File: config.mk
export PLATFORM = sky130hd
export DESIGN_NAME = sdlc_mul_pipe
export DESIGN_NICKNAME = d
export VERILOG_FILES = /design/src/rtl/sdlc_mul_pipe_pkg.sv /design/src/rtl/sdlc_pair_compress.sv /design/src/rtl/sdlc_mul_pipe.sv
export SDC_FILE = /design/constraint.sdc
export NUM_CORES = 1
export LEC_CHECK = 0
export BUFFER_PORTS_ARGS = -buffer_cell sky130_fd_sc_hd__clkbuf_2
export CORE_ASPECT_RATIO = 0.5
export CORE_UTILIZATION = 50
export CTS_CLUSTER_SIZE = 25
export DETAILED_ROUTE_END_ITERATION = 8
export PLACE_DENSITY = 0.69
export SETUP_SLACK_MARGIN = 0.05
export SKIP_CTS_REPAIR_TIMING = 1
export SKIP_LAST_GASP = 1
export SLEW_MARGIN = 20
export SYNTH_ARGS = -nofsm -noshare
export SYNTH_HDL_FRONTEND = slang
export SYNTH_SLANG_ARGS = --single-unit
File: constraint.sdc
create_clock -name clk -period 7.1 [get_ports clk]
set_input_delay 0 -clock clk [delete_from_list [all_inputs] [get_ports clk]]
set_output_delay 0 -clock clk [all_outputs]
set_load 0.01 [all_outputs]
File: src/rtl/sdlc_mul_pipe_pkg.sv
// Shared definitions for the SDLC multiplier pipeline: mode encodings,
// product-width helper and a scalar SDLC reference function.
package sdlc_pkg;

    localparam logic MODE_EXACT = 1'b0;
    localparam logic MODE_SDLC  = 1'b1;

    function automatic int PW(input int w);
        return 2 * w;
    endfunction

    // Bit-level SDLC product for operand width w (w even, 4..32).
    function automatic logic [63:0] sdlc_model(input logic [31:0] x, input logic [31:0] y, input int w);
        logic [63:0] acc;
        logic [63:0] a;
        logic [63:0] b;
        logic        bit_v;
        int          m;
        acc = 64'd0;
        for (int k = 0; k < w / 2; k++) begin
            a = x[2*k]   ? {32'd0, y} : 64'd0;
            b = x[2*k+1] ? {32'd0, y} : 64'd0;
            m = w - 1 - k;
            for (int j = 0; j <= m + 1; j++) begin
                bit_v = (j == 0) ? a[0] : ((j == m + 1) ? b[m] : (a[j] | b[j-1]));
                acc = acc + ({63'd0, bit_v} << (2 * k + j));
            end
            for (int i = m + 1; i < w; i++) begin
                acc = acc + ({63'd0, a[i]} << (2 * k + i));
                acc = acc + ({63'd0, b[i]} << (2 * k + 1 + i));
            end
        end
        return acc & ((64'd1 << (2 * w)) - 64'd1);
    endfunction

endpackage

File: src/rtl/sdlc_pair_compress.sv
// Compresses partial-product rows 2K and 2K+1 into one OR-merged row plus the
// exact tail bits that sit in the triangular exact region on the MSB side.
module sdlc_pair_compress #(
    parameter int WIDTH = 8,
    parameter int K     = 0
) (
    input  logic [WIDTH-1:0]   a,
    input  logic [WIDTH-1:0]   b,
    output logic [2*WIDTH-1:0] comp,
    output logic [2*WIDTH-1:0] exact
);

    localparam int M   = WIDTH - 1 - K;
    localparam int OFF = 2 * K;

    // The b tail starts just above the merged row, so it shares the comp vector;
    // the a tail overlaps b[M] and therefore needs its own vector.
    always_comb begin
        comp  = {(2*WIDTH){1'b0}};
        exact = {(2*WIDTH){1'b0}};
        comp[OFF] = a[0];
        for (int j = 1; j <= M; j++) begin
            comp[OFF+j] = a[j] | b[j-1];
        end
        comp[OFF+M+1] = b[M];
        for (int i = M + 1; i < WIDTH; i++) begin
            exact[OFF+i]   = a[i];
            comp[OFF+1+i]  = b[i];
        end
    end

endmodule

File: src/rtl/sdlc_mul_pipe.sv
// Three-stage valid/ready multiplier: operand capture, row select + CSA
// reduction, final carry-propagate add. Each beat is exact or SDLC.
module sdlc_mul_pipe
    import sdlc_pkg::*;
#(
    parameter int WIDTH = 8
) (
    input  logic               clk,
    input  logic               rst_n,
    input  logic               in_valid,
    output logic               in_ready,
    input  logic [WIDTH-1:0]   in_x,
    input  logic [WIDTH-1:0]   in_y,
    input  logic               in_mode,
    output logic               out_valid,
    input  logic               out_ready,
    output logic [2*WIDTH-1:0] out_z,
    output logic               out_mode
);

    localparam int PROD_W = PW(WIDTH);

    logic                          v1_r, v2_r, v3_r;
    logic                          load1_s, load2_s, load3_s;
    logic [WIDTH-1:0]              x1_r, y1_r;
    logic                          mode1_r, mode2_r;
    logic [PROD_W-1:0]             sum2_r, carry2_r;
    logic [WIDTH-1:0][PROD_W-1:0]  exact_rows_s, sdlc_rows_s, rows_s;
    logic [PROD_W-1:0]             sum_s, carry_s, maj_s;

    // Stall chain: a stage loads when empty or when the stage below is loading.
    always_comb begin
        load3_s = ~v3_r | out_ready;
        load2_s = ~v2_r | load3_s;
        load1_s = ~v1_r | load2_s;
    end

    assign in_ready  = load1_s;
    assign out_valid = v3_r;

    genvar g;
    generate
        for (g = 0; g < WIDTH / 2; g++) begin : g_pair
            logic [WIDTH-1:0] a_s, b_s;
            assign a_s = y1_r & {WIDTH{x1_r[2*g]}};
            assign b_s = y1_r & {WIDTH{x1_r[2*g+1]}};
            sdlc_pair_compress #(.WIDTH(WIDTH), .K(g)) u_pair (
                .a     (a_s),
                .b     (b_s),
                .comp  (sdlc_rows_s[2*g]),
                .exact (sdlc_rows_s[2*g+1])
            );
        end
    endgenerate

    // Both modes present exactly WIDTH rows, so one CSA array serves either set.
    always_comb begin
        for (int i = 0; i < WIDTH; i++) begin
            exact_rows_s[i] = {{WIDTH{1'b0}}, y1_r & {WIDTH{x1_r[i]}}} << i;
            rows_s[i]       = (mode1_r == MODE_SDLC) ? sdlc_rows_s[i] : exact_rows_s[i];
        end
    end

    // Carry-save reduction of the selected rows to a sum/carry pair.
    always_comb begin
        sum_s   = rows_s[0];
        carry_s = rows_s[1];
        maj_s   = {PROD_W{1'b0}};
        for (int i = 2; i < WIDTH; i++) begin
            maj_s   = (sum_s & carry_s) | (sum_s & rows_s[i]) | (carry_s & rows_s[i]);
            sum_s   = sum_s ^ carry_s ^ rows_s[i];
            carry_s = {maj_s[PROD_W-2:0], 1'b0};
        end
    end

    // Stage 1: operand capture.
    always_ff @(posedge clk or negedge rst_n) begin
        if (!rst_n) begin
            v1_r    <= 1'b0;
            x1_r    <= {WIDTH{1'b0}};
            y1_r    <= {WIDTH{1'b0}};
            mode1_r <= MODE_EXACT;
        end else if (load1_s) begin
            v1_r    <= in_valid;
            x1_r    <= in_x;
            y1_r    <= in_y;
            mode1_r <= in_mode;
        end
    end

    // Stage 2: reduced sum/carry vectors.
    always_ff @(posedge clk or negedge rst_n) begin
        if (!rst_n) begin
            v2_r     <= 1'b0;
            sum2_r   <= {PROD_W{1'b0}};
            carry2_r <= {PROD_W{1'b0}};
            mode2_r  <= MODE_EXACT;
        end else if (load2_s) begin
            v2_r     <= v1_r;
            sum2_r   <= sum_s;
            carry2_r <= carry_s;
            mode2_r  <= mode1_r;
        end
    end

    // Stage 3: final carry-propagate add into the output register.
    always_ff @(posedge clk or negedge rst_n) begin
        if (!rst_n) begin
            v3_r     <= 1'b0;
            out_z    <= {PROD_W{1'b0}};
            out_mode <= MODE_EXACT;
        end else if (load3_s) begin
            v3_r     <= v2_r;
            out_z    <= sum2_r + carry2_r;
            out_mode <= mode2_r;
        end
    end

endmodule
After elaboration in Yosys (flattened, before gate mapping)
Index checks and enable logic that the tools add are counted.
- flip-flop bits (word level): 69
- bits of input ports: 21
- output and inout port bits: 19
- logic and storage cells: 98
- bitwise gates (word level): 78
- add/sub/neg operators: 1
- multiplexer cells: 8
- operators by type and width (cell ; count):
    $and A8 B8 Y8 ; 8
    $and A15 B15 Y15 ; 4
    $or A15 B15 Y15 ; 4
    $and A14 B15 Y15 ; 2
    $mux W15 ; 2
    $and A12 B13 Y13 ; 2
    $and A13 B13 Y13 ; 2
    $mux W13 ; 2
    $or A13 B13 Y13 ; 2
    $or A1 B1 Y1 ; 25
    $and A9 B11 Y11 ; 2
    $mux W11 ; 2
    $mux W9 ; 2
    $add A16 B16 Y16 ; 1
    $xor A15 B16 Y16 ; 1
    $xor A16 B15 Y16 ; 1
    $xor A14 B15 Y15 ; 1
    $xor A15 B15 Y15 ; 1
    $and A13 B14 Y14 ; 1
    $and A14 B13 Y14 ; 1
    $or A14 B13 Y14 ; 1
    $or A14 B14 Y14 ; 1
    $xor A13 B14 Y14 ; 1
    $xor A14 B13 Y14 ; 1
    15 further kinds ; 17

Longest topological paths before layout
- depth after elaboration: 21
- mapped depth: 13
- gate-level depth less buffers: 11

Modules after synthesis
From an unflattened synthesis, not the netlist that was laid out.
- cell total of the unflattened synthesis: 756
- area, all modules: 7753.7 µm²
- by module, submodules not included (module ; instances ; area each (µm²) ; cells each ; sequential area each (µm²)):
    sdlc_mul_pipe ; 1 ; 6805.3 ; 624 ; 1726.7
    sdlc_pair_compress at g_pair[3].u_pair ; 1 ; 239.0 ; 33 ; 0.0
    sdlc_pair_compress at g_pair[2].u_pair ; 1 ; 237.7 ; 33 ; 0.0
    sdlc_pair_compress at g_pair[1].u_pair ; 1 ; 236.5 ; 33 ; 0.0
    sdlc_pair_compress at g_pair[0].u_pair ; 1 ; 235.2 ; 33 ; 0.0

Worst setup path before layout
Ideal clock, no wire load.
- path kind: register to register
- start: reg mode1_r
- end: reg sum2_r[7]
- library setup time: 0.125 ns
- data arrival time: 3.971 ns
- data required time: 6.975 ns
- setup slack: 3.005 ns
- stages on the path, launching flop included: 13
- path buffers: 2
- clock period less this slack: 4.095 ns
- path through: dfrtp_1 -> buf_4 -> and2_1 -> clkbuf_1 -> a22oi_1 -> fa_1 -> fa_1 -> fa_1 -> fa_1 -> inv_1 -> fa_1 -> fa_1 -> mux2_2
- longest elaborated chain between the ends: 18
- elaborated cells between the ends (all ways): 45
- those cells by class: 8 x mux; 37 x bitwise
- ends and longest elaborated chain (item ; line ; text):
    from (decl) ; sdlc_mul_pipe.sv:26 ; logic mode1_r, mode2_r;
    from (signal assigned) ; sdlc_mul_pipe.sv:87 ; mode1_r <= in_mode;
    $mux W9 ; sdlc_mul_pipe.sv:60 ; rows_s[i] = (mode1_r == MODE_SDLC) ? sdlc_rows_s[i] : exact_rows_s[i];
    $and A9 B9 Y9 or $and A9 B11 Y11 (tied branches) ; sdlc_mul_pipe.sv:70 ; maj_s = (sum_s & carry_s) | (sum_s & rows_s[i]) | (carry_s & rows_s[i]);
    $or A9 B11 Y11 ; sdlc_mul_pipe.sv:70 ;
    $or A11 B11 Y11 ; sdlc_mul_pipe.sv:70 ;
    $and A11 B12 Y12 ; sdlc_mul_pipe.sv:70 ;
    $or A12 B11 Y12 ; sdlc_mul_pipe.sv:70 ;
    $or A12 B12 Y12 ; sdlc_mul_pipe.sv:70 ;
    $and A12 B13 Y13 ; sdlc_mul_pipe.sv:70 ;
    $or A13 B13 Y13 (2 in series) ; sdlc_mul_pipe.sv:70 ;
    $and A13 B14 Y14 ; sdlc_mul_pipe.sv:70 ;
    $or A14 B13 Y14 ; sdlc_mul_pipe.sv:70 ;
    $or A14 B14 Y14 ; sdlc_mul_pipe.sv:70 ;
    $and A14 B15 Y15 ; sdlc_mul_pipe.sv:70 ;
    $or A15 B15 Y15 (2 in series) ; sdlc_mul_pipe.sv:70 ;
    $xor A15 B16 Y16 ; sdlc_mul_pipe.sv:71 ; sum_s = sum_s ^ carry_s ^ rows_s[i];
    $xor A16 B15 Y16 * ; sdlc_mul_pipe.sv:71 ;
    named net sum_s[7] ; sdlc_mul_pipe.sv:29 ; logic [PROD_W-1:0] sum_s, carry_s, maj_s;
    to (signal assigned) ; sdlc_mul_pipe.sv:95 ; sum2_r <= {PROD_W{1'b0}};
    to (signal assigned) ; sdlc_mul_pipe.sv:100 ; sum2_r <= sum_s;
    to (decl) ; sdlc_mul_pipe.sv:27 ; logic [PROD_W-1:0] sum2_r, carry2_r;
Mark *: on every way through the listed nets, which the timed path passes. The rest lies on a longest branch.
A chain may end at the register's enable or synchronous reset.

Final worst setup path
Same ends and word-level chain as after synthesis.

==> out/qor.yml <==
grt_pass1_vias: 2858
clock-root-buffer: "clkbuf_16"
wl_per_cell_um: 14.7
relSlewSlack_pct: 47.8
min_to: "out_z[7]"
setup_viol: 0
dieArea_sq_um: 9110
fin_nets: 527
fin_crit_sh_pct: 64.1
worst_slew_pin_slew_ps: 783
max_cap_viol_count: 0
synth_compound_area_share_pct: 9.51
drive_gt1_share_pct: 21.6
io_buffers: 39
synth_top_family_by_area: "adder cells"
fin_ws_ps: 2550
slowest_delay_ps: 550
nFillCells: 704
min_from: "out_ready"
die_h_um: 68.0
synth_top_area_share_pct: 35.6
cts_num_sinks: 62
status: "complete, no violations"
arrival_ps: 4770
fp.dieW_um: 134
cts_made_buffers: 9
synth_warnings: 0
first_iter_violations: 152
synth_nets: 485
yosysTopAreaCell: "dfrtp_1"
fin_util_pct: 61.1
grt_pass1_wl_um: 14400
grt_setup_unrepaired: "false"
firstDrtPassIters: 4
yosysSeqAreaShare_pct: 35.6
final_cell_mix: "63 x nand2_1, 62 x dfrtp_1, 45 x fa_1, 39 x clkbuf_2, 29 x mux2_2"
crit_top_cell: "fa_1"
syn_area_sq_um: 4360
critPathSlowestCell: "fa_1"
antenna_cells: 0
clockBufferDepth: 2
hpwl_um: 5790
synthMuxAreaShare_pct: 10.3
reg2reg_depth: 11
crit_family: "adder cells"
cp-end-kind: "flip-flop"
skew_ps: 7.78
grt.overflow.total: 0
reg2reg_from: "mode1_r"
cp.buffers_inverters: 2
finalCriticalPeriod_ps: 4550
area_growth_pct: 15.5
gp_congestion: 0.795
hold_viol: 0
cts.clk_slew.worst_paths_ps: 60
drtAntennaViolNets: 0
fin_setup_tns_ps: 0
cts_tree: "yes"
path_cells: "buf_4 > nor2b_1 > nand2_1 > fa_1 > fa_1 > fa_1 > fa_1 > inv_1 > fa_1 > fa_1 > mux2_2"
num_vias: 2964
viasPerCell: 5.28
io_pins: 40
synth-xor-area-share_pct: 1.21
final_common_cell: "nand2_1"
design.core.area_sq_um: 8230
syn_avg_cell_area_sq_um: 10.8
netlist_instances: 402
drv_slew: 0
fp-row-count: 23
required_ps: 7320
timing.fmax_ghz: 0.220
antenna_found_initial: 0
p_per_area_nw_per_um2: 342
initial_core_util_pct: 52.9
worstReg2RegEnd: "sum2_r[7]"
leakage_nw: 2.31
yosysUniqueCellTypes: 35
hold_class: "input pin to flip-flop"
synth_seq_cells: 62
track_usage_pct: 21.0
synth_simple_gate_area_share_pct: 12.6
grt_max_degree: 63
cp_max_fo: 46
drc: 0
synth_area_leaders: "dfrtp_1 36%, fa_1 21%, mux2_2 7.5%, nand2_1 5.4%, ha_1 4.9%"
reg2reg_setup_slack_ps: 2550
wirelength_um: 8230
preCtsSetupSlack_ps: 2600
start_kind: "flip-flop"
crit_type: "flip-flop to flip-flop"
vdd_ir_drop_max_v: 0.000159
synth_adder_area_share_pct: 25.6
clkLatencyLatePin_ps: 340
htreeDepth: 3
whs_path_depth: 4
-- cell usage after synthesis (all sizes together) --
library cell / instances
nand2: 64
dfrtp: 62
fa: 45
mux2: 37
inv: 24
nor2: 18
clkbuf: 17
ha: 17
o21ai: 15
and2: 14
a21oi: 12
buf: 12
a22oi: 10
nand3: 8
a31oi: 7
a32oi: 7
nand2b: 7
nor2b: 6
xor2: 5
a32o: 3
a211oi: 2
a22o: 2
and3: 2
o211ai: 2
a21o: 1
o21bai: 1
o22ai: 1
xnor2: 1
-- how the worst max path moves through the flow --
| stage | start | endpoint | depth (start not counted) | slack [ps] |
|---|---|---|---|---|
| after floorplan | mode1_r | sum2_r[7] | 12 | 3000 |
| after global placement | mode1_r | sum2_r[7] | 11 | 2710 |
| after detailed placement | mode1_r | sum2_r[7] | 11 | 2600 |
| after CTS | mode1_r | sum2_r[7] | 11 | 2560 |
| after global routing | mode1_r | sum2_r[7] | 11 | 2330 |
| final | mode1_r | sum2_r[7] | 11 | 2550 |
-- report_power, final --
group          internal [mW]  switching (mW)
logic                  0.375           0.397
clock network          0.236           0.164
registers              0.464          0.0818
-- layer usage --
layer / vias to the layer above / global-route usage [%] / share of wire [%]
li1: 1429 / - / -
met1: 1455 / 31.1 / 52
met2: 69 / 29.9 / 42
met3: 11 / 4.89 / 5.1
met4: 0 / 7.53 / 1.4
met5: - / 0 / 0
-- flip-flops by register name, indices dropped and copies added, names as in the netlist --
register / flops
out_z: 16
sum2_r: 15
carry2_r: 9
x1_r: 8
y1_r: 8
mode1_r: 1
mode2_r: 1
out_mode: 1
out_valid: 1
v1_r: 1
v2_r: 1
-- layout make-up --
| type | count | area (sq um) | area share, % |
|---|---|---|---|
| clock inverters | 7 | 48.8 | 0.970 |
| well taps | 112 | 140 | 2.79 |
| clock buffers | 9 | 225 | 4.48 |
| repair buffers | 60 | 400 | 7.96 |
| flip-flops and latches | 62 | 1550 | 30.8 |
| inverters | 24 | 90.1 | 1.79 |
| multi-input cells | 287 | 2570 | 51.2 |
-- stage by stage --
step	cells	hold slack, ps	total power, mW	instance area [sq um]
floorplan	402	-296	1.13	4360
detailed placement	526	217	1.32	4570
global placement	526	213	1.30	4570
finish	561	83.7	1.72	5030
global route	561	112	1.90	5030
CTS	542	-141	1.73	4840
-- kinds of logic (layout without fill, tap and decap cells) --
family / after synthesis / after routing
AOI/OAI and AO/OA: 63 / 63
DFF: 62 / 62
and+or+nand+nor: 119 / 119
adders and majority gates: 62 / 62
buffers and inverters: 53 / 100
muxes: 37 / 37
xor gates and xnor gates: 6 / 6
-- worst reg2reg max path: cells and delay by family (launching register included) --
kind / cells / cell delay [ps]
adders and majority gates: 6 / 2820
buffers and inverters: 2 / 310
DFF: 1 / 360
muxes: 1 / 260
and+or+nand+nor: 2 / 700
No activity file was read; power rests on OpenSTA's default activity.
